--- src/rtl/fetch_unit.sv ---
`default_nettype none
// ============================================================================
//  Module      : fetch_unit
//  Description : Instruction fetch stage. Holds the program counter and, on a
//                one-cycle fetch request from the control unit, performs a
//                valid/ready read on the instruction bus (address channel,
//                then data channel). The returned word is latched and
//                announced to the decoder with a one-cycle inst_valid strobe.
//  Ports       :
//    clk              - clock, all state changes on the rising edge
//    rst              - asynchronous active-low reset
//    inst_fetch       - fetch request pulse from the control unit
//    pc_en / pc_next  - load pc from pc_next this cycle
//    pc               - current program counter
//    inst             - last fetched instruction (held between fetches)
//    inst_valid       - one-cycle strobe: inst updated this cycle
//    fetch_busy       - fetch in flight (address or data phase)
//    fetch_misaligned - one-cycle strobe: request refused, pc[1:0] != 0
//    ir_addr_*        - instruction bus address channel (valid/ready)
//    ir_data_*        - instruction bus data channel (valid/ready)
//  Revision    : 1.0 - initial release
// ============================================================================
module fetch_unit #(
  parameter int                  PC_WIDTH   = 32,
  parameter int                  INST_WIDTH = 32,
  parameter logic [PC_WIDTH-1:0] RESET_ADDR = 32'h0000_0000
) (
  input  logic                  clk,
  input  logic                  rst,
  input  logic                  inst_fetch,
  input  logic                  pc_en,
  input  logic [PC_WIDTH-1:0]   pc_next,
  output logic [PC_WIDTH-1:0]   pc,
  output logic [INST_WIDTH-1:0] inst,
  output logic                  inst_valid,
  output logic                  fetch_busy,
  output logic                  fetch_misaligned,
  output logic                  ir_addr_valid,
  input  logic                  ir_addr_ready,
  output logic [PC_WIDTH-1:0]   ir_addr,
  input  logic                  ir_data_valid,
  output logic                  ir_data_ready,
  input  logic [INST_WIDTH-1:0] ir_data
);

  typedef enum logic [1:0] {
    IDLE = 2'd0,
    REQ  = 2'd1,
    WAIT = 2'd2
  } state_t;

  state_t                r_state;
  state_t                w_state_nxt;
  logic [PC_WIDTH-1:0]   r_pc;
  logic [PC_WIDTH-1:0]   r_fetch_addr;
  logic [INST_WIDTH-1:0] r_inst;
  logic                  r_inst_valid;
  logic                  r_misaligned;
  logic                  r_addr_valid;
  logic                  r_data_ready;
  logic                  r_busy;

  logic                  w_accept;
  logic                  w_misaligned;
  logic                  w_data_hs;

  // Next-state logic. Requests arriving outside IDLE are dropped, not queued.
  always_comb begin
    w_state_nxt  = r_state;
    w_accept     = 1'b0;
    w_misaligned = 1'b0;
    w_data_hs    = 1'b0;
    case (r_state)
      IDLE: begin
        if (inst_fetch) begin
          if (r_pc[1:0] == 2'b00) begin
            w_accept    = 1'b1;
            w_state_nxt = REQ;
          end else begin
            w_misaligned = 1'b1;
          end
        end
      end
      REQ: begin
        if (r_addr_valid && ir_addr_ready) begin
          w_state_nxt = WAIT;
        end
      end
      WAIT: begin
        if (ir_data_valid && r_data_ready) begin
          w_data_hs   = 1'b1;
          w_state_nxt = IDLE;
        end
      end
      default: w_state_nxt = IDLE;
    endcase
  end

  // Bus strobes are registered from the next state so they line up exactly
  // with the state they belong to, without combinational paths to the bus.
  always_ff @(posedge clk or negedge rst) begin
    if (!rst) begin
      r_state      <= IDLE;
      r_pc         <= RESET_ADDR;
      r_fetch_addr <= '0;
      r_inst       <= '0;
      r_inst_valid <= 1'b0;
      r_misaligned <= 1'b0;
      r_addr_valid <= 1'b0;
      r_data_ready <= 1'b0;
      r_busy       <= 1'b0;
    end else begin
      r_state      <= w_state_nxt;
      r_addr_valid <= (w_state_nxt == REQ);
      r_data_ready <= (w_state_nxt == WAIT);
      r_busy       <= (w_state_nxt != IDLE);
      r_inst_valid <= w_data_hs;
      r_misaligned <= w_misaligned;
      if (w_data_hs) begin
        r_inst <= ir_data;
      end
      // The fetch address is captured from the current pc, so a pc_en in the
      // same cycle only affects the following fetch.
      if (w_accept) begin
        r_fetch_addr <= r_pc;
      end
      if (pc_en) begin
        r_pc <= pc_next;
      end
    end
  end

  assign pc               = r_pc;
  assign inst             = r_inst;
  assign inst_valid       = r_inst_valid;
  assign fetch_busy       = r_busy;
  assign fetch_misaligned = r_misaligned;
  assign ir_addr_valid    = r_addr_valid;
  assign ir_addr          = r_fetch_addr;
  assign ir_data_ready    = r_data_ready;

endmodule
`default_nettype wire
--- config.mk ---
export PLATFORM = sky130hd
export DESIGN_NAME = fetch_unit
export DESIGN_NICKNAME = d
export VERILOG_FILES = /design/src/rtl/fetch_unit.sv
export SDC_FILE = /design/constraint.sdc
export NUM_CORES = 1
export LEC_CHECK = 0
export CORE_MARGIN = 5
export CORE_UTILIZATION = 43
export DETAILED_ROUTE_END_ITERATION = 16
export GPL_TIMING_DRIVEN = 0
export HOLD_SLACK_MARGIN = 0.08
export PLACE_DENSITY = 0.8
export SETUP_SLACK_MARGIN = 0.1
export SLEW_MARGIN = 40
export SYNTH_ARGS = -nofsm -noshare
export SYNTH_HDL_FRONTEND = slang
export SYNTH_SLANG_ARGS = --single-unit
export TNS_END_PERCENT = 5
--- constraint.sdc ---
create_clock -name clk -period 1.8 [get_ports clk]
set_input_delay 0.54 -clock clk [delete_from_list [all_inputs] [get_ports clk]]
set_output_delay 0.54 -clock clk [all_outputs]
set_load 0.02 [all_outputs]
==> impl_results.md <==
* Yosys warnings at 0
* Critical Path RT at 1.26 ns
* WP data arrival at 1.11 ns
* Max Clk Rate at 606 MHz
* Die Y at 107 um
* Largest net degree at the start of global routing at 58
* Synth-to-layout area growth at 47.9%
* Worst min path class: register to register
* Post-detailed-route count of antenna-violating nets at 0
* Worst slew pin tran at 0.359 ns
* Initial antenna violation count at 0
* Chip Width at 107 um
* CTS tree: yes
* Slew Limit Headroom at 0.761
* Dpl ws at -0.0848 ns
* Total power at 8570 uW
* Hpwl dp at 7.22 mm
* Mean Syn Cell Area at 17.9 um^2
* PortBufs at 169
* Total global routing overflow at 0
* Clock Pin Slew Worst Setup and Hold Paths at 0.10 ns
* Diodes inserted at 0
* Initial DRT Pass Iterations at 3
* Vias at 2544
* H-tree depth reported by CTS at 3
* Clock Tree Buf Depth at 2
* Crit-path cells: dlygate4sd2_1
* Synth Instances at 227
* Drt drc at 0
* Reg-to-reg slack, setup at 0.39 ns
* DIE AREA at 0.0115 mm^2
* Clock Tree Root: clkbuf_8
* DRT iter0 DRCs at 44
* Fillers at 719
* CP Max Fanout at 3
* Vias per cell at 4.69
* RSZ-0062 raised after global routing: yes
* GPL Wtd Cong at 0.693
* Initial Util at 0.439
* Seq/Total Area, Yosys at 0.635
* Mapped cell area at 0.00406 mm^2
* Final hold violation count at 0
* IO Pins at 171
* FP Rows at 35
* Kind of critical path: register to primary output
* Peak VDD IR at 0.656 mV
* Final setup vio count at 0
* Syn Nets at 297
* All-Layer GR Usage at 0.167
* Pins Over Slew Limit at 0
* #FFs+latches synth at 103
* Vias in the first global route at 2894
* Tmin final at 1.65 ns
* First-pass GRT wire length at 15.1 mm
* Outcome: complete, no violations
* Crit path buf inv count at 1
* Latest clock arrival within the worst-skew pair at 0.35 ns
* CP max-delay cell: dfrtp_1
* Setup Skew at 0.0141 ns
* PD cells at 1430 mW/mm^2
* Fin Setup TNS at 0 ns
* WL/cell at 17.4 um
* CP delay by family, top: flip-flops
* Sink Count at 103
* Final WL at 9.44 mm
* TritonCTS Buffers at 9
* MaxCap Viol Count at 0
* Core Area at 0.00924 mm^2
* Final WS setup at 0.151 ns
* Nets at 479
* Tcrit/Tclk final at 0.916
* Pleak at 0.00307 uW
* Yosys cell types at 18
* Delay of the slowest cell on the worst path at 0.40 ns
* Crit end category: primary output
* Worst Setup Start Kind: register
* Layout cells sized above 1 at 0.297
## worst register-to-register path, stage by stage, from the launching register on
cell,delay [ns]
dfrtp_1,0.43
nor2_2,0.19
nand3_4,0.17
buf_6,0.21
mux2_4,0.30
## Yosys cell counts
cell type / count / area (um^2)
nand2_1: 6 / 22.5
nor2_2: 2 / 12.5
o21ai_0: 2 / 10.0
mux2_2: 38 / 428
nand3_4: 2 / 35.0
buf_2: 3 / 15.0
nor2b_4: 1 / 13.8
nand2b_1: 1 / 6.26
and2_1: 2 / 12.5
nand3_1: 1 / 5.00
or2b_1: 1 / 7.51
mux2_4: 54 / 811
mux2_1: 2 / 22.5
dfrtp_1: 103 / 2580
inv_1: 1 / 3.75
nor2_1: 1 / 3.75
clkbuf_1: 1 / 3.75
buf_6: 6 / 67.6
## stage by stage
step	hold slack (ns)	std cells	area, um^2	util
5_1_grt	0.520	543	6000	0.649
3_3_place_gp	0.472	525	5910	0.640
2_1_floorplan	0.244	227	4060	-
6_report	0.492	543	6000	0.649
3_5_place_dp	0.456	526	5940	0.643
4_1_cts	0.491	543	6000	0.650
## where the power goes
group | internal, uW | switching [uW]
Clock | 546 | 778
Sequential | 3120 | 442
Combinational | 1880 | 1810
Total | 5550 | 3030
## flip-flops by register name (all words and copies together), names as in the netlist
register and count:
inst 32, ir_addr 32, pc 32, r_state 2, fetch_busy 1, fetch_misaligned 1
inst_valid 1, ir_addr_valid 1, ir_data_ready 1
## cell families (layout without fill, tap and decap cells)
group / after synthesis / after routing / share of synthesized area
simple gates: 17 / 17 / 0.0293
buf+inv: 11 / 198 / 0.0222
compound gates: 2 / 2 / 0.00247
flops: 103 / 103 / 0.635
mux: 94 / 94 / 0.311
## metal layers
metal / routed length (um) / vias up / track usage / part of all wire
li1: - / 1158 / - / -
met1: 3820 / 1262 / 0.199 / 0.40
met2: 4550 / 108 / 0.280 / 0.48
met3: 927 / 16 / 0.0668 / 0.098
met4: 144 / 0 / 0.0484 / 0.015
met5: 0 / - / 0 / 0
## final timing paths
check	depth (start not counted)	start	to
worst min register to register	1	ir_addr[1]	ir_addr[1]
min in group asynchronous	2	rst	inst[23]
worst min-delay path	1	ir_addr[1]	ir_addr[1]
worst max-delay path	1	pc[1]	pc[1]
worst max register to register	4	r_state[0]	ir_addr[13]
max in group asynchronous	3	rst	r_state[1]
## timing repair
item	CTS	global route
endpoints found under the hold margin	31	0
pin swaps	0	0
buffers inserted	0	0
endpoints found under the setup margin	101	4
hold buffers	1	0
resized for setup	102	1
## cells in the final DEF, fill, tap and decap left out, drive strengths merged, types with 2 or more instances in the layout
master	Yosys	layout
dlygate4sd2	0	100
and2	2	2
nor2	3	3
nand2	6	6
clkinvlp	0	3
clkdlybuf4s50	0	67
buf	9	11
o21ai	2	2
mux2	94	94
nand3	3	3
dfrtp	103	103
clkbuf	1	14
## layout make-up
cell class                      instances  area (um^2)  share of cell area
Clock inverter                          4         31.3             0.00521
Multi-Input combinational cell        113         1390               0.232
Buffer                                 10         86.3              0.0144
Timing Repair Buffer                  171         1600               0.267
Tap cell                              129          161              0.0269
Inverter                                1         3.75            0.000626
Sequential cell                       103         2580               0.430
Clock buffer                           12          145              0.0242
Note: power is estimated with default switching activity, not from simulation.
